--- src/rtl/bist_seq_pkg.sv ---
// Shared types and constants for the BIST compare sequencer.
// State encoding, LFSR polynomial, default seed and the LFSR step function.
package bist_seq_pkg;

    typedef enum logic [2:0] {
        IDLE,
        INIT,
        APPLY,
        SETTLE,
        CMP,
        DONE
    } state_t;

    localparam logic [31:0] LFSR_POLY     = 32'h8020_0003;
    localparam logic [31:0] LFSR_SEED_DEF = 32'h0000_0001;

    // Right-shifting Galois form: the bit shifted out folds the taps back in.
    function automatic logic [31:0] lfsr_next(input logic [31:0] q);
        return (q >> 1) ^ (q[0] ? LFSR_POLY : 32'h0);
    endfunction

endpackage

--- src/rtl/bist_lfsr.sv ---
// 32-bit Galois LFSR with synchronous load and step enables.
// Only the low OUT_W bits leave the block.
module bist_lfsr
    import bist_seq_pkg::*;
#(
    parameter logic [31:0] SEED  = LFSR_SEED_DEF,
    parameter int          OUT_W = 8
) (
    input  logic             clk,
    input  logic             rst,
    input  logic             load,
    input  logic             step,
    output logic [OUT_W-1:0] q
);

    logic [31:0] r;

    always_ff @(posedge clk or negedge rst) begin
        if (!rst) begin
            r <= SEED;
        end else if (load) begin
            r <= SEED;
        end else if (step) begin
            r <= lfsr_next(r);
        end
    end

    assign q = r[OUT_W-1:0];

endmodule

--- src/rtl/bist_compare_sequencer.sv ---
// Self-test sequencer driving a golden/netlist pair and comparing responses.
// Optional FIRST_FAIL_CAPTURE_EN adds first-mismatch capture outputs.
module bist_compare_sequencer
    import bist_seq_pkg::*;
#(
    parameter int          STIM_W        = 8,
    parameter int          RESP_W        = 32,
    parameter int          NUM_VECTORS   = 1000,
    parameter int          SETTLE_CYCLES = 2,
    parameter int          INIT_CYCLES   = 2,
    parameter int          CNT_W         = 16,
    parameter logic [31:0] LFSR_SEED     = LFSR_SEED_DEF
) (
    input  logic              clk,
    input  logic              rst,
    input  logic              start,
    output logic              dut_rst,
    output logic [STIM_W-1:0] stim,
    input  logic [RESP_W-1:0] resp_golden,
    input  logic [RESP_W-1:0] resp_netlist,
    output logic              busy,
    output logic              done,
    output logic              pass,
    output logic              cmp_valid,
    output logic              cmp_match,
    output logic [CNT_W-1:0]  vec_cnt,
    output logic [CNT_W-1:0]  mismatch_cnt
`ifdef FIRST_FAIL_CAPTURE_EN
    ,
    output logic              ff_valid,
    output logic [CNT_W-1:0]  ff_index,
    output logic [RESP_W-1:0] ff_golden,
    output logic [RESP_W-1:0] ff_netlist
`endif
);

    localparam int TMR_MAX = (INIT_CYCLES > SETTLE_CYCLES) ?
                             INIT_CYCLES : SETTLE_CYCLES;
    localparam int TMR_W   = $clog2(TMR_MAX + 1);

    localparam logic [TMR_W-1:0] INIT_LAST = TMR_W'(INIT_CYCLES - 1);
    localparam logic [TMR_W-1:0] SET_LAST  =
        TMR_W'((SETTLE_CYCLES > 1) ? SETTLE_CYCLES - 2 : 0);
    localparam logic [CNT_W-1:0] VEC_LAST  = CNT_W'(NUM_VECTORS - 1);

    if (64'(NUM_VECTORS) >= (64'd1 << CNT_W)) begin : g_bad_num_vectors
        $error("NUM_VECTORS must be below 2**CNT_W");
    end

    state_t            state;
    state_t            state_nx;
    logic [TMR_W-1:0]  tmr;
    logic [STIM_W-1:0] lfsr_q;
    logic              go;
    logic              step;
    logic              miss;

    assign go   = start && (state == IDLE || state == DONE);
    assign miss = cmp_valid && !cmp_match;

    bist_lfsr #(
        .SEED  (LFSR_SEED),
        .OUT_W (STIM_W)
    ) u_lfsr (
        .clk  (clk),
        .rst  (rst),
        .load (go),
        .step (step),
        .q    (lfsr_q)
    );

    always_ff @(posedge clk or negedge rst) begin
        if (!rst) begin
            state <= IDLE;
        end else begin
            state <= state_nx;
        end
    end

    always_comb begin
        state_nx  = state;
        busy      = 1'b0;
        done      = 1'b0;
        dut_rst   = 1'b0;
        cmp_valid = 1'b0;
        step      = 1'b0;
        unique case (state)
            IDLE: begin
                dut_rst = 1'b1;
                if (start) state_nx = INIT;
            end
            INIT: begin
                busy    = 1'b1;
                dut_rst = 1'b1;
                if (tmr == INIT_LAST) begin
                    cmp_valid = 1'b1;
                    state_nx  = APPLY;
                end
            end
            APPLY: begin
                busy     = 1'b1;
                step     = 1'b1;
                state_nx = (SETTLE_CYCLES > 1) ? SETTLE : CMP;
            end
            SETTLE: begin
                busy = 1'b1;
                if (tmr == SET_LAST) state_nx = CMP;
            end
            CMP: begin
                busy      = 1'b1;
                cmp_valid = 1'b1;
                state_nx  = (vec_cnt == VEC_LAST) ? DONE : APPLY;
            end
            DONE: begin
                done = 1'b1;
                if (start) state_nx = INIT;
            end
            default: state_nx = IDLE;
        endcase
    end

    // Four-state compare: X or Z on either bus is a mismatch.
    assign cmp_match = cmp_valid && (resp_golden === resp_netlist);
    assign pass      = done && (mismatch_cnt == '0);

    always_ff @(posedge clk or negedge rst) begin
        if (!rst) begin
            tmr          <= '0;
            stim         <= '0;
            vec_cnt      <= '0;
            mismatch_cnt <= '0;
        end else if (go) begin
            tmr          <= '0;
            stim         <= '0;
            vec_cnt      <= '0;
            mismatch_cnt <= '0;
        end else begin
            // One timer serves both INIT and SETTLE; it clears on exit.
            if (state == INIT || state == SETTLE) begin
                tmr <= (state_nx == state) ? tmr + TMR_W'(1) : '0;
            end
            if (state == APPLY) begin
                stim <= lfsr_q;
            end
            if (state == CMP) begin
                vec_cnt <= vec_cnt + CNT_W'(1);
            end
            if (miss && mismatch_cnt != '1) begin
                mismatch_cnt <= mismatch_cnt + CNT_W'(1);
            end
        end
    end

`ifdef FIRST_FAIL_CAPTURE_EN
    always_ff @(posedge clk or negedge rst) begin
        if (!rst) begin
            ff_valid   <= 1'b0;
            ff_index   <= '0;
            ff_golden  <= '0;
            ff_netlist <= '0;
        end else if (go) begin
            ff_valid   <= 1'b0;
            ff_index   <= '0;
            ff_golden  <= '0;
            ff_netlist <= '0;
        end else if (miss && !ff_valid) begin
            ff_valid   <= 1'b1;
            ff_index   <= (state == INIT) ? '1 : vec_cnt;
            ff_golden  <= resp_golden;
            ff_netlist <= resp_netlist;
        end
    end
`endif

endmodule

--- config.mk ---
export PLATFORM = sky130hd
export DESIGN_NAME = bist_compare_sequencer
export DESIGN_NICKNAME = d
export VERILOG_FILES = /design/src/rtl/bist_seq_pkg.sv /design/src/rtl/bist_lfsr.sv /design/src/rtl/bist_compare_sequencer.sv
export SDC_FILE = /design/constraint.sdc
export NUM_CORES = 1
export LEC_CHECK = 0
export ABC_AREA = 1
export BUFFER_PORTS_ARGS = -buffer_cell sky130_fd_sc_hd__buf_2
export CORE_ASPECT_RATIO = 1.4
export CORE_MARGIN = 2
export CORE_UTILIZATION = 57
export DETAILED_ROUTE_END_ITERATION = 8
export PLACE_DENSITY = 0.86
export SYNTH_ARGS = -nofsm -noshare
export SYNTH_HDL_FRONTEND = slang
export SYNTH_SLANG_ARGS = --single-unit
--- constraint.sdc ---
create_clock -name clk -period 4.6 [get_ports clk]
set_clock_uncertainty 0.05 [all_clocks]
set_input_delay 0.92 -clock clk [delete_from_list [all_inputs] [get_ports clk]]
set_output_delay 0.92 -clock clk [all_outputs]
set_load 0.005 [all_outputs]
; ---- Word-level counts from Yosys, hierarchy flattened
; Cells that the tools add are included.
[classes]
addsub = 3
mul = 0
n_div = 0
magnitude_cmp = 0
n_eq_ne = 10
n_shift = 0
mux = 23
bitwise = 1
n_reduce_logical = 19
[op_table]
columns = op, n
row1 = $mux 32, 3
row2 = $mux 16, 4
row3 = $add 16x1->16 const B, 2
row4 = $eqx 32x32->1, 1
row5 = $xor 31x32->32, 1
row6 = $eq 16x10->1 const B, 1
row7 = $logic_not 16->1, 1
row8 = $mux 8, 2
row9 = $ne 16x16->1 const B, 1
row10 = $pmux 3 s5, 1
row11 = $mux 3, 4
row12 = $reduce_bool 2->1, 5
row13 = $eq 3x2->1 const B, 2
row14 = $eq 3x3->1 const B, 2
row15 = $mux 2, 3
row16 = $logic_and 1x1->1, 5
row17 = $mux 1, 5
row18 = $reduce_or 2->1, 2
row19 = $reduce_or 4->1, 1
row20 = $eq 3x1->1 const B, 1
row21 = $eq 3x3->1, 1
row22 = $logic_not 3->1, 1
row23 = $add 2x1->2 const B, 1
row24 = $eq 2x1->1 const B, 1
row25 = 4 further kinds, 5
[word_totals]
ff_bits = 77
latchBits = 0
ramBits = 0
romBits = 0
out_inout_bits = 46
n_memories = 0

; ---- Longest topological paths before layout
; Gate-level depths: netlist (run 1).
[depth]
word_depth = 9
ltp_mapped = 12
depth_no_buf = 12

; ---- Modules after synthesis
; From an unflattened synthesis (run 1), not the netlist that was laid out.
[unflattened]
hier_cells = 603
area_unflattened_um2 = 4544.4
[modules_own_cells]
columns = module, n_inst, cells_each, area_each_um2
row1 = bist_compare_sequencer, 1, 459, 3189.3
row2 = bist_lfsr, 1, 144, 1355.0

; ---- Worst setup path before layout (run 1)
; No wires, ideal clock.
[synth_path]
kind = in2out
startpoint = input resp_netlist[5]
endpoint = output cmp_match
arrival_ns = 1.903
required_time_ns = 3.630
slack_ns = 1.727
path_stages = 8
cell_sequence = xnor2_1 -> nand2_1 -> nor2_1 -> nand2_1 -> nor2_1 -> nand2_1 -> clkbuf_1 -> a21oi_1
[synth_between]
elab_chain_cells = 2
[synth_lines]
columns = element, line_no
row1 = start: declaration, bist_compare_sequencer.sv:20  ; input logic [RESP_W-1:0] resp_netlist,
row2 = $eqx 32x32->1, bist_compare_sequencer.sv:123  ; assign cmp_match = cmp_valid && (resp_golden === resp_netlist);
row3 = $logic_and 1x1->1, bist_compare_sequencer.sv:123
row4 = end: declaration, bist_compare_sequencer.sv:25  ; output logic cmp_match,
; No other way between the ends.

; ---- Worst setup path after layout (run 1)
[layout_path]
startpoint = input resp_golden[20]
endpoint = output cmp_match
[layout_between]
elab_chain_cells = 2
[layout_lines]
columns = element, line_no
row1 = start: declaration, bist_compare_sequencer.sv:19  ; input logic [RESP_W-1:0] resp_golden,
row2 = $eqx 32x32->1, bist_compare_sequencer.sv:123
row3 = $logic_and 1x1->1, bist_compare_sequencer.sv:123
; No other way between the ends.

==> results.toml, run 1 <==
[clock_tree]
post-cts-setup-buffers = 0
clock-root-buffer = "clkbuf_8"
numCtsBuffers = 9
h-tree-depth = 3
clkTransAtPathRegs_ns = 0.08
clk_path_buf_depth = 2
cts_tree = "built"
cts_resized = 0
clk_latency_ns = 0.36
hold_buffers = 0
cts.sinks = 71

[timing]
min_period_ns = 3.01
relSlewSlack_pct = 26.0
worst_pin_slew_ns = 1.11
rsz0062_at_grt = "false"
period_share_pct = 65.4
max_freq_mhz = 333
tns_ns = 0
setup_viol = 0
slew_viol_final = 0
hold_violations = 0

[synthesis]
synth.avg_cell_area_um2 = 7.76
synth_common_cells = "nand2_1, inv_1, dfrtp_1"
yosysUniqueCellTypes = 34
synth_warnings = 0
synth_nets = 618
synth_ff_type = "dfrtp_1"
async_flop_share_pct = 100
netlist_instances = 546
synth_most_common_cell = "nand2_1"
synth_area_leaders = "dfrtp_1, nand2_1, inv_1, xnor2_1, a22oi_1"
synth_top_area_cell = "dfrtp_1"
syn_area_um2 = 4240
synth_top_area_share_pct = 41.3
synth_edf_count = 0
synth-seq-area-share_pct = 42.0
ys_ff_latch = 71

[place]
io_buffers = 112
globalplace.congestion = 0.918
placed_cells = 736
place_hpwl_um = 7410

[run]
maxCapViolCount = 0

[worst_setup_path]
max_stage_delay_ns = 0.20
cp-end-kind = "primary output"
arrival_ns = 2.04
crit_path_frequent_cell = "nand2_1"
crit_chain = "buf_2 > inv_1 > nand2_1 > nand2_1 > nand2_1 > nor2_1 > nand2_1 > nor2_1 > nand2_1 > buf_4 > a21oi_1 > buf_2"
crit_slowest_cell = "buf_4"
worstSetupPathType = "input port to primary output"
worstPathRequired_ns = 3.63
crit_fanout = 18
start_kind = "input port"

[finish]
area_growth_pct = 18.0
fillers = 623
regArea_um2 = 1780
fin_nets = 722
layout-drive-gt1-share_pct = 22.6
post-route-util_pct = 68.8
multi_input_area_um2 = 2000
instances_no_fill = 752
antenna_cells = 0

[drt]
vias = 4053
via_per_inst = 5.39
drtAntennaViolNets = 0
drtPass1Iterations = 5
drc = 0
wl_um = 9970
drtIter0Drc = 215
wire_per_inst_um = 13.3

[floorplan]
die_area_um2 = 8150
initial_core_util_pct = 58.3
rows = 37
die_x_um = 76.9
die_h_um = 106
core_area_um2 = 7270
pin_count = 113

[power]
powerDensity_nw_per_um2 = 376
p_total_mw = 1.88
ir_worst_vdd_mv = 0.267
power_leakage_nw = 2.87

[global_route]
grt_max_degree = 47
grt_pass1_vias = 3882
antenna_found_initial = 0
grt_pass1_wl_um = 16600
overflow = 0
grt_usage_pct = 25.4

[hold_path]
hold_path_class = "register to register"

[status]
outcome = "finished clean"
stage by stage:
step / cell area (µm²) / setup slack [ns] / hold WS [ns]
6_report: 5000 / 1.59 / 0.432
5_1_grt: 5000 / 1.47 / 0.469
4_1_cts: 5000 / 1.59 / 0.433
3_5_place_dp: 4800 / 1.59 / 0.414
3_3_place_gp: 4800 / 1.61 / 0.402
2_1_floorplan: 4240 / 1.73 / 0.399
area by class of cell:
type / instances / area share (%)
multi-input combinational: 369 / 40.1
sequential: 71 / 35.6
timing repair buffer: 114 / 11.5
inverter: 85 / 6.43
clock buffer: 10 / 2.55
tap: 97 / 2.43
clock inverter: 6 / 1.38
cell usage in the layout (no fill, tap or decap), types with 2 or more instances in the layout:
master	n
nor2_2	4
clkbuf_8	9
nor3_1	10
nand3b_1	3
o21ai_1	2
a22oi_1	29
xnor2_1	31
o21ai_0	11
xor2_1	9
nand2_2	3
inv_2	2
nand2_1	115
nor2_4	2
dfrtp_1	70
nor3_2	2
inv_1	82
clkinv_4	2
nand4_1	23
a211oi_1	2
nand3_1	41
buf_2	112
nor4_1	2
nor2_1	53
a21oi_1	15
buf_4	2
ha_1	5
where the power goes:
| part | leakage (nW) | switching [mW] | internal [mW] | total [mW] |
|---|---|---|---|---|
| clock network | 0.0968 | 0.242 | 0.253 | 0.495 |
| registers | 0.975 | 0.0792 | 0.692 | 0.771 |
| logic | 1.79 | 0.409 | 0.203 | 0.613 |
| total | 2.87 | 0.731 | 1.15 | 1.88 |
path summary, 6_finish.rpt:
check | endpoint | slack [ns] | from | cells past startpoint
min in group asynchronous | mismatch_cnt[10] | 0.52 | rst | 1
setup reg to reg | u_lfsr.r[1] | 2.03 | state[0] | 8
setup / recovery | cmp_match | 1.59 | resp_golden[20] | 12
hold reg to reg | stim[2] | 0.43 | stim[2] | 2
hold / removal | stim[2] | 0.43 | stim[2] | 2
max in group asynchronous | u_lfsr.r[0] | 2.99 | rst | 2
logic make-up after synthesis:
group / Yosys count / share of synthesized area (%)
simple gates: 261 / 27.9
flops: 71 / 42.0
buf+inv: 106 / 10.9
fa+ha+maj: 5 / 1.48
xor+xnor: 40 / 8.27
compound gates: 63 / 9.51
critical path: cells and delay by family:
| kind | cells | cell delay (ns) |
|---|---|---|
| buffers and inverters | 4 | 0.48 |
| AND/OR/NAND/NOR | 7 | 0.47 |
| AO/OA/AOI/OAI | 1 | 0.14 |
state kept, by name, indices dropped and copies added (netlist names):
register / flops
u_lfsr.r: 27
stim: 7
tmr: 2
mismatch_cnt: 16
state: 3
vec_cnt: 16
layer usage:
layer	share of wire [%]	wire, µm	vias up	global-route usage [%]
met1	39	3880	1903	27.8
met5	0	0	-	0
li1	-	-	1970	-
met4	3.6	364	0	16.0
met3	5.0	494	35	6.20
met2	52	5230	145	43.9
No activity file was read; power rests on OpenSTA's default activity.
==> run 2: changes to the inputs <==
--- a/config.mk
+++ b/config.mk
@@ -5,13 +5,13 @@
 export SDC_FILE = /design/constraint.sdc
 export NUM_CORES = 1
 export LEC_CHECK = 0
-export ABC_AREA = 1
+export ABC_AREA = 0
 export BUFFER_PORTS_ARGS = -buffer_cell sky130_fd_sc_hd__buf_2
 export CORE_ASPECT_RATIO = 1.4
 export CORE_MARGIN = 2
-export CORE_UTILIZATION = 57
+export CORE_UTILIZATION = 52
 export DETAILED_ROUTE_END_ITERATION = 8
-export PLACE_DENSITY = 0.86
+export PLACE_DENSITY = 0.8
 export SYNTH_ARGS = -nofsm -noshare
 export SYNTH_HDL_FRONTEND = slang
 export SYNTH_SLANG_ARGS = --single-unit
==> constraint.sdc (replaced) <==
create_clock -name clk -period 3.15 [get_ports clk]
set_clock_uncertainty 0.05 [all_clocks]
set_input_delay 0.63 -clock clk [delete_from_list [all_inputs] [get_ports clk]]
set_output_delay 0.63 -clock clk [all_outputs]
set_load 0.005 [all_outputs]
==> run 2 against run 1 <==
Effect of this change:
- non-clock buffer count increased by 4
- sequential share of layout area grew 3.1 points
- utilization fell by 5.1 points
==> results.toml, run 2 <==
[finish]
antenna_cells = 0
area_growth_pct = 20.2
mostFrequentLayoutCell = "buf_2"
regMostFlops = "u_lfsr.r"
reg.largest.list = "u_lfsr.r (27), mismatch_cnt (16), vec_cnt (16)"
instances_no_fill = 622
layout-drive-gt1-share_pct = 27.2
fin_nets = 592
largest_register_ffs = 27
mostFrequentLayoutCells = "buf_2, nand2_1, dfrtp_1, a21oi_1, xnor2_1"

[worst_setup_path]
crit_slowest_cell = "nor4_1"
worstSetupPathType = "input port to primary output"
start_kind = "input port"
crit_path_frequent_cell = "buf_2"
max_stage_delay_ns = 0.43
arrival_ns = 1.78
path_buf_inv = 2
crit_chain = "buf_2 > xnor2_1 > nand4_1 > nor4_1 > and3_1 > buf_2"
cp-end-kind = "primary output"
crit_family = "simple AND/OR/NAND/NOR gates"
worstPathRequired_ns = 2.47
crit_fanout = 2

[timing]
timing.final.ws_setup_ns = 0.685
max_freq_mhz = 406
tns_ns = 0
rsz0062_at_grt = "false"
setup_viol = 0
slew_viol_final = 0
hold_violations = 0
min_period_ns = 2.46
period_share_pct = 78.2
worst_pin_slew_ns = 0.777
relSlewSlack_pct = 48.2

[synthesis]
synth-simple-area-share_pct = 23.4
synth_top_area_share_pct = 45.8
synth.avg_cell_area_um2 = 9.11
synth_common_cells = "nand2_1, dfrtp_1, a21oi_1"
synth-seq-area-share_pct = 46.5
synth_top_family_by_area = "simple AND/OR/NAND/NOR gates"
synth_top_area_cell = "dfrtp_1"
synth_ff_type = "dfrtp_1"
ys_ff_latch = 71
async_flop_share_pct = 100
synthXorXnorAreaFrac_pct = 11.0
post_synth_fa_ha_maj_area_fraction_pct = 1.63
synth_nets = 492
synth_edf_count = 0
synth_mux_area_share_pct = 1.31
synth_most_common_cell = "nand2_1"
synth_area_leaders = "dfrtp_1, xnor2_1, nand2_1, a21oi_1, nand4_1"
yosysUniqueCellTypes = 45
synth_compound_area_share_pct = 11.1
netlist_instances = 420
syn_area_um2 = 3830
synth_warnings = 0

[floorplan]
rows = 37
pin_count = 113
die_h_um = 106
die_x_um = 76.5
die_area_um2 = 8070
core_area_um2 = 7220
initial_core_util_pct = 53.0

[clock_tree]
hold_buffers = 0
cts.sinks = 71
post-cts-setup-buffers = 0
clkTransAtPathRegs_ns = 0.07
clock-root-buffer = "clkbuf_8"
cts_resized = 0
clk_path_buf_depth = 2
clk_latency_ns = 0.36
cts_tree = "built"
numCtsBuffers = 9
h-tree-depth = 3

[drt]
wl_um = 8850
drtAntennaViolNets = 0
drc = 0
drtPass1Iterations = 4
vias = 3358
wire_per_inst_um = 14.2
drtIter0Drc = 150
via_per_inst = 5.40

[global_route]
grt_max_degree = 36
grt_usage_pct = 22.7
grt_pass1_wl_um = 14700
grt_pass1_vias = 3202
overflow = 0
antenna_found_initial = 0

[place]
place_ws_ns = 0.689
globalplace.congestion = 0.860
place_hpwl_um = 6370
placed_cells = 606
io_buffers = 112

[power]
powerDensity_nw_per_um2 = 681
power_leakage_nw = 2.19
ir_worst_vdd_mv = 0.495

[hold_path]
hold_path_class = "input port to asynchronous set/reset pin"

[status]
outcome = "finished clean"

[run]
maxCapViolCount = 0
==> run 2: cell types whose count changed in the layout (fill, tap and decap cells not counted), sizes merged, moves of 5 or more <==
cell,change
xnor2,+7
o211ai,+5
o31ai,+6
inv,-80
a21oi,+27
nor2,-34
nor3,-11
nand3,-31
or3,+7
mux2i,+5
nand2,-32
a22oi,-29
nand4,-6
and3,+7
==> run 2: final cells by class <==
class                           count  area [µm²]
Fill cell                         616        2620
Multi-Input combinational cell    314        1860
Sequential cell                    71        1780
Timing Repair Buffer              118         606
Clock buffer                        9         124
Tap cell                           97         121
Clock inverter                      7        87.6
Inverter                            6        22.5
==> run 2: worst reg2reg max path, stage by stage (launching register included) <==
cell and delay (ns):
dfrtp_1 0.45, ha_1 0.25, and3_1 0.22, nand4_4 0.15, o21ai_2 0.06, a21o_1 0.15, buf_4 0.22, or4_1 0.43
a21oi_1 0.15
==> run 2: stage by stage <==
stage	total power, mW	cell area (µm²)	utilization, %	hold slack, ns
after floorplan	2.10	3830	-	0.284
after global placement	2.32	4390	60.8	0.433
after detailed placement	2.36	4390	60.8	0.454
after CTS	3.16	4600	63.7	0.319
after global routing	3.36	4600	63.7	0.364
final	3.13	4600	63.7	0.304
==> run 2: worst paths after layout <==
| kind | slack (ns) | cells past startpoint | start | endpoint |
|---|---|---|---|---|
| setup / recovery | 0.69 | 6 | resp_netlist[15] | cmp_match |
| hold / removal | 0.30 | 1 | rst | mismatch_cnt[10] |
| setup reg to reg | 0.94 | 8 | mismatch_cnt[0] | mismatch_cnt[12] |
| hold reg to reg | 0.47 | 2 | u_lfsr.r[28] | u_lfsr.r[27] |
| max in group asynchronous | 2.00 | 2 | rst | vec_cnt[9] |
| min in group clk | 0.47 | 2 | u_lfsr.r[28] | u_lfsr.r[27] |
==> run 2: cell families (layout without fill, tap and decap cells) <==
family | after synthesis | in the layout
xor+xnor | 48 | 48
simple gates | 182 | 182
compound gates | 74 | 74
fa+ha+maj | 5 | 5
buf+inv | 35 | 140
flops | 71 | 71
mux | 5 | 5
==> run 2: routing by layer <==
layer | GRT usage, % | vias up | routed length (µm)
li1 | - | 1633 | -
met1 | 26.5 | 1586 | 3610
met2 | 39.5 | 125 | 4540
met3 | 5.57 | 14 | 526
met4 | 9.48 | 0 | 168
met5 | 0 | - | 0
==> run 2: power by group <==
part	switching (mW)	internal [mW]	total, mW
clock	0.350	0.440	0.790
combinational	0.570	0.422	0.993
sequential	0.208	1.14	1.35
total	1.13	2.00	3.13
